==> config.mk <==
export PLATFORM = sky130hd
export DESIGN_NAME = qpu_exu_qevt_sched
export DESIGN_NICKNAME = d
export VERILOG_FILES = /design/src/rtl/qpu_exu_qevt_sched.sv
export SDC_FILE = /design/constraint.sdc
export NUM_CORES = 1
export LEC_CHECK = 0
export CORE_ASPECT_RATIO = 0.8
export CORE_MARGIN = 3
export CORE_UTILIZATION = 41
export CTS_CLUSTER_SIZE = 28
export DETAILED_ROUTE_END_ITERATION = 8
export GPL_TIMING_DRIVEN = 1
export SYNTH_ARGS = -nofsm -noshare
export SYNTH_HDL_FRONTEND = slang
export SYNTH_SLANG_ARGS = --single-unit
==> constraint.sdc <==
create_clock -name clk -period 7.49 [get_ports clk]
set_clock_uncertainty 0.05 [all_clocks]
set_input_delay 1.498 -clock clk [delete_from_list [all_inputs] [get_ports clk]]
set_output_delay 1.498 -clock clk [all_outputs]
set_load 0.005 [all_outputs]
==> src/rtl/qpu_exu_qevt_sched.sv <==
// Timed event scheduler: in-order queue of QIU events, released as a registered strobe in the cycle the
// timeline equals tdata (2 cycles minimum after push); evt_i_ready drops when full, output has no backpressure.
module qpu_exu_qevt_sched #(
  parameter int EDATA_W = 64,
  parameter int OPR_W   = 10,
  parameter int TIME_W  = 32,
  parameter int DEPTH   = 4
) (
  input  logic               clk,
  input  logic               rst_n,
  input  logic               evt_i_valid,
  output logic               evt_i_ready,
  input  logic [EDATA_W-1:0] evt_i_edata,
  input  logic [OPR_W-1:0]   evt_i_oprand,
  input  logic [TIME_W-1:0]  evt_i_tdata,
  input  logic               tmr_en,
  input  logic               tmr_clr,
  output logic [TIME_W-1:0]  tmr_o_time,
  output logic               evt_o_valid,
  output logic [EDATA_W-1:0] evt_o_edata,
  output logic [OPR_W-1:0]   evt_o_oprand,
  output logic               late_o,
  input  logic               late_clr,
  output logic               q_empty_o
);

  localparam int AW = $clog2(DEPTH);

  typedef enum logic [1:0] {IDLE, WAIT, FIRE} state_t;

  state_t             state, state_nxt;
  logic [EDATA_W-1:0] q_edata  [DEPTH];
  logic [OPR_W-1:0]   q_oprand [DEPTH];
  logic [TIME_W-1:0]  q_tdata  [DEPTH];
  logic [AW-1:0]      rd_ptr, wr_ptr, rd_ptr_inc;
  logic [AW:0]        cnt, cnt_nxt;
  logic [TIME_W-1:0]  tmr, tmr_nxt;
  logic               push, pop, full;
  logic               head_due, next_due, head_late;
  logic               late;

  // Due means on-time or late: the wrap-aware difference is non-negative.
  function automatic logic is_due(input logic [TIME_W-1:0] now, input logic [TIME_W-1:0] td);
    logic [TIME_W-1:0] d;
    d = now - td;
    return ~d[TIME_W-1];
  endfunction

  function automatic logic is_late(input logic [TIME_W-1:0] now, input logic [TIME_W-1:0] td);
    logic [TIME_W-1:0] d;
    d = now - td;
    return (d != '0) && ~d[TIME_W-1];
  endfunction

  assign full        = (cnt == (AW+1)'(DEPTH));
  assign evt_i_ready = ~full;
  assign push        = evt_i_valid & evt_i_ready;
  assign pop         = (state == FIRE);
  assign cnt_nxt     = cnt + (AW+1)'(push) - (AW+1)'(pop);
  assign rd_ptr_inc  = rd_ptr + AW'(1);

  // Decisions are taken against next cycle's timeline so the registered strobe lands on tdata.
  always_comb begin
    tmr_nxt = tmr;
    if (tmr_clr)     tmr_nxt = '0;
    else if (tmr_en) tmr_nxt = tmr + TIME_W'(1);
  end

  assign head_due  = is_due(tmr_nxt, q_tdata[rd_ptr]);
  assign next_due  = is_due(tmr_nxt, q_tdata[rd_ptr_inc]);
  assign head_late = is_late(tmr, q_tdata[rd_ptr]);

  always_ff @(posedge clk or negedge rst_n) begin
    if (!rst_n) begin
      state  <= IDLE;
      tmr    <= '0;
      rd_ptr <= '0;
      wr_ptr <= '0;
      cnt    <= '0;
      late   <= 1'b0;
    end else begin
      state <= state_nxt;
      tmr   <= tmr_nxt;
      cnt   <= cnt_nxt;
      if (push) wr_ptr <= wr_ptr + AW'(1);
      if (pop)  rd_ptr <= rd_ptr_inc;
      if (pop && head_late) late <= 1'b1;
      else if (late_clr)    late <= 1'b0;
    end
  end

  always_ff @(posedge clk) begin
    if (push) begin
      q_edata[wr_ptr]  <= evt_i_edata;
      q_oprand[wr_ptr] <= evt_i_oprand;
      q_tdata[wr_ptr]  <= evt_i_tdata;
    end
  end

  // FIRE may chain into FIRE so a second due entry issues on the very next cycle.
  always_comb begin
    state_nxt = state;
    case (state)
      IDLE: if (push) state_nxt = WAIT;
      WAIT: if (head_due) state_nxt = FIRE;
      FIRE: begin
        if (cnt >= (AW+1)'(2) && next_due) state_nxt = FIRE;
        else if (cnt_nxt != '0)            state_nxt = WAIT;
        else                               state_nxt = IDLE;
      end
      default: state_nxt = IDLE;
    endcase
  end

  always_comb begin
    evt_o_valid  = 1'b0;
    evt_o_edata  = '0;
    evt_o_oprand = '0;
    if (state == FIRE) begin
      evt_o_valid  = 1'b1;
      evt_o_edata  = q_edata[rd_ptr];
      evt_o_oprand = q_oprand[rd_ptr];
    end
  end

  assign tmr_o_time = tmr;
  assign late_o     = late;
  assign q_empty_o  = (cnt == '0) && (state == IDLE);

endmodule

==> impl_summary.txt, run 1 <==
----------------------------------------------------
[GRT]
  Vias in the first global route ... 13800
  Initial antenna violation count ... 9
  Global-route wire length before repair ... 82.1 mm
  Remaining global-route overflow ... 0
  Global router's overall resource usage ... 0.186
  Largest net degree at the start of global routing ... 81

[Synthesis]
  Async set-reset flop share out of synthesis ... 0.0901
  Main flop type after synthesis ... edfxtp_1
  Post-Synthesis Cells ... 1515
  Cell taking the most area after synthesis ... edfxtp_1
  Yosys synthesis warning count ... 0
  Syn nets ... 1728
  Ranking of synthesized cells by area ... edfxtp_1 57%, mux4_2 7.9%, ha_1 5.6%
  Average cell area after synthesis ... 14.7 µm²
  Synthesized area ... 0.0223 mm²
  Library cell with the highest instance count after synthesis ... edfxtp_1
  EDFF count, synth ... 424
  Top post-synthesis cells by count ... 424 x edfxtp_1, 99 x ha_1, 94 x nor2_1
  Flip-flop and latch count after synthesis ... 466
  Fraction of the yosys area taken by sequential cells ... 0.619
  Yosys cell types ... 82
  Top cell type's share of synthesized area ... 0.572

[Layout]
  Final design utilization ... 0.503
  Number of nets in the layout ... 1951
  P&R area growth vs syn ... 19.9%
  Proportion of layout cells with a drive suffix above 1 ... 0.126

[Power and ir drop]
  Clock share of power ... 0.244
  Total net switching power ... 3.10 mW
  Static Leakage ... 9.49 nW
  Net Sw Frac ... 0.336
  Sequential cell fraction of total power ... 0.390
  Combinational group share of total power ... 0.366
  Worst vdd rail ir drop ... 0.205 mV
  Internal power of the cells ... 6.13 mW
  Total power divided by cell area ... 346 mW/mm²

[Setup path]
  Cell-by-cell trace of the critical path ... clkdlybuf4s50_1 > and4_1 > nand2_1 > nor2_1 > nand3_1 > nor2_1 > nand3_1 > xor2_1 > nor2_1 > ha_1 > nand2_1 > nor2_1 > nand3_1 > nor4_1 > a2111oi_0 > o21ai_1 > xnor2_1 > mux2_2 > o2bb2ai_1
  Kind of launch point of the worst setup path ... input pin
  Critical Path Slowest Stage Cell ... clkdlybuf4s50_1
  Highest cell delay on the worst timing path ... 590 ps
  Largest fanout on the critical path ... 6
  Critical path endpoint category ... flop
  Kind of critical path ... input pin to flop
  Top cell by count, worst path ... nor2_1
  Required time of the critical path ... 7950 ps
  Data arrival time at the worst-slack endpoint ... 6110 ps

[Run]
  Max-Cap Viols ... 0

[Timing]
  Max-slew violation count ... 0
  Setup repair after global routing missed its margin ... false
  Worst-margin pin slew ... 1080 ps
  Worst slew margin relative to its limit ... 0.280
  Final hold viol count ... 0
  Final setup viols ... 0
  Max Clock Freq ... 177 MHz
  Setup_tns ... 0 ps
  Shortest period the worst path allows ... 5650 ps
  Share of the clock period used by the worst path ... 0.754

[Route]
  DRT antenna net count ... 0
  DRC marker count from the first detailed-route iteration ... 980
  Wire per inst ... 21.6 µm
  Detailed Routing Iterations Pass 1 ... 5
  Vias per inst ... 5.49
  Remaining routing DRC violations ... 0
  Via count ... 13500
  Aggregate routed wire length ... 53.2 mm

[Clock network]
  Post-cts sizing count ... 0
  Total CTS buffers ... 48
  TritonCTS sink count ... 466
  Clock edge transition at the registers on the reported setup and hold paths ... 70 ps
  Buffers inserted during post-CTS setup optimization ... 0
  Quantity of hold-fixing buffers added after cts ... 0
  TritonCTS clock tree ... built
  Cell at the root of the clock tree ... clkbuf_16
  Maximum count of clock buffers along a single path ... 3
  Clk Latency, worst-skew pair ... 590 ps
  Number of H-tree branching levels ... 2

[Floorplan]
  IO Count ... 222
  Die Height ... 214 µm
  Initial core utilization ... 0.420
  Core ar. ... 0.0530 mm²
  Die Span X ... 266 µm
  Number of rows created at floorplan ... 75
  Area of the die ... 0.0571 mm²

[Place]
  RD Place Congestion ... 0.887
  Post-detailed-placement half-perimeter wirelength ... 36.3 mm
  Port Buf Inserts ... 221

[Hold path]
  Type of the most critical hold path ... flop to flop

[Run status]
  Status ... complete, no violations

----------------------------------------------------
-- metal layers --
metal	wire length, µm	vias to the layer above	GRT usage
met3	4180	62	0.0578
li1	-	6352	-
met1	24400	6781	0.265
met2	23800	316	0.283
met5	114	-	0
met4	762	16	0.0387
-- kinds of logic after synthesis --
family                     Yosys count  synth area share
DFF                                466             0.619
and+or+nand+nor                    385            0.0890
AOI/OAI and AO/OA                  243            0.0727
muxes                              178             0.126
adders and majority gates          101            0.0575
buffers and inverters               99            0.0189
xor gates and xnor gates            43            0.0169
-- layout make-up --
type                    count  area, µm²
fillers                  4476      26300
well taps                 693        867
clock inverters            18        195
clock buffers              65       1270
repair buffers            238       2360
diodes                      2       5.00
multi-input cells         950       8070
inverters                  34        129
flip-flops and latches    466      13800
-- cell usage in the layout, fill, tap and decap left out, types with 6 or more instances in the layout --
master and n:
nor4_1 10, ha_1 99, xor2_1 21, xnor2_1 22
buf_4 15, nand3_1 24, dfrtp_1 40, nor3_1 22
mux2i_1 69, inv_1 33, nor2_1 94, o21ai_0 61
o211ai_1 10, mux2_2 31, and3_1 12, clkbuf_16 48
clkbuf_1 16, a21o_1 15, or3_1 8, and4_1 7
o21a_1 8, edfxtp_1 424, clkdlybuf4s50_1 220, a21oi_1 77
o21bai_1 6, nand4_1 21, nand2_1 81, a211oi_1 8
and2_1 80, clkinv_2 7, mux4_2 78
-- per-stage QoR --
| stage | total power, mW | instances | instance area, µm² | worst slack [ps] | hold slack [ps] |
|---|---|---|---|---|---|
| detailed placement | 7.07 | 2381 | 25200 | 1400 | 467 |
| global placement | 7.02 | 2381 | 25200 | 1530 | 460 |
| finish | 9.23 | 2466 | 26700 | 1840 | 485 |
| global route | 9.81 | 2464 | 26700 | 1330 | 508 |
| floorplan | 6.00 | 1515 | 22300 | 2890 | 429 |
| CTS | 9.36 | 2464 | 26700 | 2010 | 476 |
-- state kept, by name, summed over array words and instances, names as in the netlist --
| name | count |
|---|---|
| late_o | 1 |
| q_edata | 256 |
| state | 2 |
| rd_ptr | 2 |
| q_tdata | 128 |
| wr_ptr | 2 |
| tmr_o_time | 32 |
| q_oprand | 40 |
| cnt | 3 |
-- worst max-delay path: cells and delay by family --
kind                       cells  cell delay (ps)
and+or+nand+nor               11             2280
AOI/OAI and AO/OA              3              780
buffers and inverters          1              590
xor gates and xnor gates       2              360
adders and majority gates      1              310
muxes                          1              270
-- power groups by stage --
| stage | Combinational, mW | Sequential (mW) | Clock [mW] |
|---|---|---|---|
| 6_report | 3.38 | 3.60 | 2.25 |
| 5_1_grt | 3.74 | 3.65 | 2.43 |
| 4_1_cts | 3.43 | 3.60 | 2.32 |
| 3_5_place_dp | 3.41 | 3.66 | 0 |
| 3_3_place_gp | 3.39 | 3.63 | 0 |
| 2_1_floorplan | 2.44 | 3.56 | 0 |
-- path summary, 6_finish.rpt --
path / startpoint / endpoint / slack (ps) / cells past startpoint
worst max-delay path: tmr_en / state[0] / 1840 / 19
worst min-delay path: state[1] / state[0] / 480 / 1
worst max register to register: rd_ptr[1] / late_o / 2580 / 13
worst min register to register: state[1] / state[0] / 480 / 1
max in group asynchronous: rst_n / rd_ptr[1] / 5960 / 2
min in group asynchronous: rst_n / tmr_o_time[3] / 950 / 2
(Power assumes the default switching activity.)
==> inputs of run 2 (changes only) <==
==> constraint.sdc (replaced) <==
create_clock -name clk -period 5.82 [get_ports clk]
set_clock_uncertainty 0.05 [all_clocks]
set_input_delay 1.164 -clock clk [delete_from_list [all_inputs] [get_ports clk]]
set_output_delay 1.164 -clock clk [all_outputs]
set_load 0.005 [all_outputs]
==> run 2 against run 1 <==
Net effect:
- total power rose by 30%
- setup slack got worse by 860 ps
- design area rose by 0.45%
- sequential share of layout area fell by 0.23 points
- combinational power rose by 29%
- non-clock buffer count rose by 2
- routed wire length rose by 0.55%
- hold slack got worse by 8.0 ps
- core utilization rose by 0.23 points
- first-iteration DRC count rose by 0.51%
- highest routed layer unchanged
==> impl_summary.txt, run 2 (same netlist as run 1, synthesis figures left out) <==
----------------------------------------------------
[Route]
  Via count ... 13500 (about the same)
  Routed wire length on met2 ... 23.7 mm (was 23.8 mm)
  Wire per inst ... 21.6 µm (about the same)
  Highest metal used ... met5 (unchanged)
  DRC marker count from the first detailed-route iteration ... 985 (was 980)
  Aggregate routed wire length ... 53.5 mm (was 53.2 mm)
  Metal3 WL ... 4.03 mm (was 4.18 mm)
  DRT antenna net count ... 0 (unchanged)
  Detailed Routing Iterations Pass 1 ... 5 (unchanged)
  Wire length on met1 ... 24.6 mm (was 24.4 mm)
  Remaining routing DRC violations ... 0 (unchanged)
  Vias per inst ... 5.49 (about the same)

[Layout]
  Cell area after layout ... 0.0268 mm² (was 0.0267 mm²)
  Most frequent standard cell in the layout excluding fill and tap cells ... edfxtp_1 (unchanged)
  Fill count ... 4470 (was 4476)
  Number of nets in the layout ... 1953 (was 1951)
  Proportion of layout cells with a drive suffix above 1 ... 0.130 (was 0.126)
  Area occupied by registers ... 0.0138 mm² (unchanged)
  Commonest cells after routing, fill and taps aside ... 424 x edfxtp_1, 220 x clkdlybuf4s50_1, 99 x ha_1 (unchanged)
  Largest registers in the final layout ... q_edata x256, q_tdata x128, q_oprand x40 (unchanged)
  Combined area of the multi-input logic cells ... 0.00807 mm² (unchanged)
  P&R area growth vs syn ... 20.5% (was 19.9%)
  Biggest register ... q_edata (unchanged)
  Final design utilization ... 0.506 (was 0.503)
  Number of antenna diodes ... 0 (was 2)
  Number of flip-flops under the largest register name ... 256 (unchanged)
  Final std cells w/o fill ... 2469 (was 2466)

[Timing]
  Final setup viols ... 0 (unchanged)
  Final hold viol count ... 0 (unchanged)
  Share of the clock period used by the worst path ... 0.832
  Max Clock Freq ... 207 MHz
  Setup_tns ... 0 ps (unchanged)
  Shortest period the worst path allows ... 4840 ps
  Worst-margin pin slew ... 1120 ps (was 1080 ps)
  Worst slew margin relative to its limit ... 0.256 (was 0.280)
  Max-slew violation count ... 0 (unchanged)
  Setup repair after global routing missed its margin ... false (unchanged)

[Clock network]
  Number of H-tree branching levels ... 2 (unchanged)
  Total CTS buffers ... 48 (unchanged)
  Post-cts sizing count ... 0 (unchanged)
  Clk Latency, worst-skew pair ... 570 ps (was 590 ps)
  TritonCTS clock tree ... built (unchanged)
  Buffers inserted during post-CTS setup optimization ... 0 (unchanged)
  Quantity of hold-fixing buffers added after cts ... 0 (unchanged)
  Maximum count of clock buffers along a single path ... 3 (unchanged)
  Cell at the root of the clock tree ... clkbuf_16 (unchanged)
  Clock edge transition at the registers on the reported setup and hold paths ... 60 ps (was 70 ps)
  TritonCTS sink count ... 466 (unchanged)

[Setup path]
  Data arrival time at the worst-slack endpoint ... 5290 ps (was 6110 ps)
  Kind of critical path ... input pin to flop (unchanged)
  R2R cell count ... 13 (unchanged)
  FF-to-FF Start ... rd_ptr[1] (unchanged)
  Critical path endpoint category ... flop (unchanged)
  Kind of launch point of the worst setup path ... input pin (unchanged)
  Reg2Reg Setup Slack ... 1190 ps (was 2580 ps)
  Critical path launch point ... tmr_en (unchanged)
  Required time of the critical path ... 6270 ps (was 7950 ps)
  Endpoint of the lowest-slack register-to-register path ... late_o (unchanged)
  Largest fanout on the critical path ... 6 (unchanged)

[Floorplan]
  Die Span X ... 266 µm (unchanged)
  Die Height ... 214 µm (unchanged)
  Number of rows created at floorplan ... 75 (unchanged)
  Initial core utilization ... 0.420 (unchanged)
  IO Count ... 222 (unchanged)
  Area of the die ... 0.0571 mm² (unchanged)
  Core ar. ... 0.0530 mm² (unchanged)

[GRT]
  Vias in the first global route ... 13800 (about the same)
  Remaining global-route overflow ... 0 (unchanged)
  Initial antenna violation count ... 10 (was 9)
  Global router's overall resource usage ... 0.188 (was 0.186)
  Largest net degree at the start of global routing ... 113 (was 81)
  Global-route wire length before repair ... 82.8 mm (was 82.1 mm)

[Hold path]
  Type of the most critical hold path ... flop to flop (unchanged)
  Number of stages on the worst hold path ... 1 (unchanged)
  Startpoint of the most critical hold path ... state[1] (unchanged)
  Worst hold path endpoint ... state[0] (unchanged)

[Place]
  Placed Instances ... 2383 (was 2381)
  RD Place Congestion ... 0.897 (was 0.887)
  DP Area ... 0.0253 mm² (was 0.0252 mm²)
  Post-detailed-placement half-perimeter wirelength ... 36.5 mm (was 36.3 mm)
  Port Buf Inserts ... 221 (unchanged)

[Power and ir drop]
  Static Leakage ... 9.56 nW (was 9.49 nW)
  Worst vdd rail ir drop ... 0.264 mV (was 0.205 mV)
  Total power divided by cell area ... 448 mW/mm² (was 346 mW/mm²)

[Run status]
  Status ... complete, no violations (unchanged)

[Run]
  Max-Cap Viols ... 0 (unchanged)

----------------------------------------------------
==> run 2: critical path, cell delays in order <==
cell and delay [ps]:
clkdlybuf4s50_1 600, and4_1 300, nand2_1 130, nor2_1 230
nand3_1 200, nor2_1 310, nand3_1 150, xor2_1 150
nor2_1 90, ha_1 370, nand2_1 80, nor2_1 110
nand3_1 130, nor4_1 360, nand3_1 120, o21ai_1 270
xnor2_1 130, mux2_2 270, o2bb2ai_1 130
==> run 2: how the worst max path moves through the flow <==
stage | endpoint | slack [ps]
floorplan | state[0] | 1550
global placement | state[0] | 500
detailed placement | state[0] | 440
CTS | evt_o_edata[39] | 1010
global route | state[0] | 550
finish | state[0] | 980
==> run 2: power by group <==
group / internal (mW) / switching [mW]
sequential: 4.35 / 0.292
combinational: 1.92 / 2.43
clock: 1.75 / 1.26
total: 8.02 / 3.98
==> run 2: metal layers <==
layer	track usage	up-vias
li1	-	6358
met3	0.0524	84
met5	0	-
met4	0.0453	18
met2	0.283	342
met1	0.270	6744
==> run 2: layout make-up <==
cell class	instances	share of cell area
Clock buffer	58	0.0462
Clock inverter	28	0.0113
Inverter	34	0.00481
Multi-Input combinational cell	950	0.301
Sequential cell	466	0.514
Tap cell	693	0.0323
Timing Repair Buffer	240	0.0900
==> run 2: stage by stage <==
stage | hold slack [ps] | setup slack (ps) | power (mW)
2_1_floorplan | 429 | 1550 | 7.72
3_3_place_gp | 462 | 498 | 9.07
3_5_place_dp | 462 | 444 | 9.11
4_1_cts | 481 | 1010 | 12.2
5_1_grt | 527 | 548 | 12.7
6_report | 477 | 980 | 12.0
==> inputs of run 3 (changes only) <==
==> constraint.sdc (replaced) <==
create_clock -name clk -period 4.5 [get_ports clk]
set_clock_uncertainty 0.05 [all_clocks]
set_input_delay 0.9 -clock clk [delete_from_list [all_inputs] [get_ports clk]]
set_output_delay 0.9 -clock clk [all_outputs]
set_load 0.005 [all_outputs]
==> run 3 against run 2 <==
Net effect:
- via count grew 2.4%
- total power up 32%
- routed wire length up 2.7%
- hold slack got worse by 160 ps
- critical path depth unchanged
==> impl_summary.txt, run 3 (same netlist as run 1, synthesis figures left out) <==
----------------------------------------------------
[Run status]
  Status ... complete, no violations (unchanged)

[Route]
  DRC marker count from the first detailed-route iteration ... 950 (was 985)
  Via count ... 13900 (was 13500)
  Detailed Routing Iterations Pass 1 ... 5 (unchanged)
  Aggregate routed wire length ... 54.9 mm (was 53.5 mm)
  DRT antenna net count ... 0 (unchanged)
  Vias per inst ... 5.42 (was 5.49)
  Wire per inst ... 21.4 µm (was 21.6 µm)
  Remaining routing DRC violations ... 0 (unchanged)

[Clock network]
  Total CTS buffers ... 48 (unchanged)
  TritonCTS clock tree ... built (unchanged)
  Buffers inserted during post-CTS setup optimization ... 0 (unchanged)
  Number of H-tree branching levels ... 2 (unchanged)
  Clk Latency, worst-skew pair ... 580 ps (was 570 ps)
  Quantity of hold-fixing buffers added after cts ... 0 (unchanged)
  Clock edge transition at the registers on the reported setup and hold paths ... 60 ps (about the same)
  Cell at the root of the clock tree ... clkbuf_16 (unchanged)
  Maximum count of clock buffers along a single path ... 3 (unchanged)
  TritonCTS sink count ... 466 (unchanged)

[Timing]
  Setup repair after global routing missed its margin ... false (unchanged)
  Max-slew violation count ... 0 (unchanged)
  Shortest period the worst path allows ... 4260 ps
  Final hold viol count ... 0 (unchanged)
  Worst slew margin relative to its limit ... 0.483 (was 0.256)
  Final setup viols ... 0 (unchanged)
  Share of the clock period used by the worst path ... 0.948
  Worst-margin pin slew ... 776 ps (was 1120 ps)
  Max Clock Freq ... 235 MHz

[Floorplan]
  Area of the die ... 0.0571 mm² (unchanged)
  Die Span X ... 266 µm (unchanged)
  Initial core utilization ... 0.420 (unchanged)
  Die Height ... 214 µm (unchanged)
  IO Count ... 222 (unchanged)
  Core ar. ... 0.0530 mm² (unchanged)
  Number of rows created at floorplan ... 75 (unchanged)

[Power and ir drop]
  Internal power of the cells ... 10.6 mW (was 8.02 mW)
  Net Sw Frac ... 0.331 (was 0.332)
  Clock share of power ... 0.240 (was 0.250)
  Total net switching power ... 5.25 mW (was 3.98 mW)
  Combinational group share of total power ... 0.389 (was 0.363)
  Sequential cell fraction of total power ... 0.372 (was 0.387)
  Static Leakage ... 10.0 nW (was 9.56 nW)
  Total power divided by cell area ... 576 mW/mm² (was 448 mW/mm²)
  Worst vdd rail ir drop ... 0.329 mV (was 0.264 mV)

[Layout]
  Number of flip-flops under the largest register name ... 256 (unchanged)
  Biggest register ... q_edata (unchanged)
  P&R area growth vs syn ... 23.8% (was 20.5%)
  Most frequent standard cell in the layout excluding fill and tap cells ... edfxtp_1 (unchanged)
  Fill count ... 4448 (was 4470)
  Final design utilization ... 0.520 (was 0.506)
  Cell area after layout ... 0.0276 mm² (was 0.0268 mm²)
  Number of nets in the layout ... 2045 (was 1953)
  Largest registers in the final layout ... q_edata x256, q_tdata x128, q_oprand x40 (unchanged)
  Area occupied by registers ... 0.0138 mm² (unchanged)
  Final std cells w/o fill ... 2560 (was 2469)
  Commonest cells after routing, fill and taps aside ... 424 x edfxtp_1, 220 x clkdlybuf4s50_1, 102 x buf_4 (was 424 x edfxtp_1, 220 x clkdlybuf4s50_1, 99 x ha_1)
  Proportion of layout cells with a drive suffix above 1 ... 0.174 (was 0.130)
  Combined area of the multi-input logic cells ... 0.00811 mm² (was 0.00807 mm²)

[Setup path]
  Largest fanout on the critical path ... 5 (was 6)
  Kind of critical path ... input pin to flop (unchanged)
  R2R cell count ... 13 (unchanged)
  Critical path endpoint category ... flop (unchanged)
  Kind of launch point of the worst setup path ... input pin (unchanged)
  Required time of the critical path ... 4960 ps (was 6270 ps)
  Data arrival time at the worst-slack endpoint ... 4720 ps (was 5290 ps)

[Place]
  Post-detailed-placement half-perimeter wirelength ... 38.5 mm (was 36.5 mm)
  RD Place Congestion ... 0.922 (was 0.897)
  Port Buf Inserts ... 221 (unchanged)
  Placed Instances ... 2475 (was 2383)
  DP Area ... 0.0260 mm² (was 0.0253 mm²)

[GRT]
  Largest net degree at the start of global routing ... 86 (was 113)
  Vias in the first global route ... 14200 (was 13800)
  Initial antenna violation count ... 11 (was 10)
  Global-route wire length before repair ... 85.0 mm (was 82.8 mm)
  Global router's overall resource usage ... 0.192 (was 0.188)
  Remaining global-route overflow ... 0 (unchanged)

[Run]
  Max-Cap Viols ... 0 (unchanged)

[Hold path]
  Type of the most critical hold path ... input pin to async pin (was flop to flop)

----------------------------------------------------
[run 3: changes by cell type in the layout (fill, tap and decap cells not counted), sizes merged]
cell	change
clkbuf	+1
diode	+2
buf	+92
clkinvlp	+2
clkinv	-5
bufinv	-1
[run 3: metrics by stage]
stage / hold WS [ps] / power [mW] / setup TNS [ps] / worst slack, ps
after floorplan: 429 / 9.98 / 0 / 401
after global placement: 463 / 12.1 / -537 / -323
after detailed placement: 480 / 12.2 / -756 / -456
after CTS: 301 / 16.1 / 0 / 167
after global routing: 347 / 16.8 / 0 / 15.9
final: 316 / 15.9 / 0 / 236
[run 3: critical path: stages]
cell and delay [ps]:
clkdlybuf4s50_1 530, buf_4 160, and4_1 210, nand3_1 170
nor2_2 200, buf_4 160, nand4_1 110, xor2_1 160
nor2_1 190, ha_1 290, o21ai_0 170, nor2_1 80
nor4_1 190, nor4_1 110, a2111oi_2 380, o21ai_2 140
xnor2_1 160, mux2_2 280, o2bb2ai_1 130
[run 3: area by class of cell]
class	instances	share of cell area
Antenna cell	2	0.000182
Clock buffer	59	0.0451
Clock inverter	24	0.00922
Inverter	34	0.00468
Multi-Input combinational cell	950	0.294
Sequential cell	466	0.501
Tap cell	693	0.0315
Timing Repair Buffer	332	0.114
[run 3: routing by layer]
metal / vias up / wire length (µm) / global-route usage
li1: 6552 / - / -
met1: 6878 / 25000 / 0.272
met2: 340 / 24900 / 0.298
met3: 85 / 3870 / 0.0504
met4: 18 / 944 / 0.0462
met5: - / 138 / 0
[run 3: path summary, 6_finish.rpt]
check / end / from / slack (ps)
setup / recovery: state[0] / tmr_en / 240
hold / removal: tmr_o_time[14] / rst_n / 320
setup reg to reg: late_o / rd_ptr[1] / 280
hold reg to reg: state[0] / state[1] / 500
max in group asynchronous: rd_ptr[1] / rst_n / 3370
min in group clk: state[0] / state[1] / 500
[run 3: timing repair]
item,in CTS,in global routing
gates resized for setup,0,10
hold endpoints to repair,0,0
endpoints found under the setup margin,0,2
[run 3: power groups by stage]
stage | clock network [mW] | registers [mW] | logic (mW)
6_report | 3.80 | 5.90 | 6.16
5_1_grt | 4.09 | 5.97 | 6.78
4_1_cts | 3.92 | 5.90 | 6.23
3_5_place_dp | 0 | 5.99 | 6.20
3_3_place_gp | 0 | 5.94 | 6.16
2_1_floorplan | 0 | 5.92 | 4.06
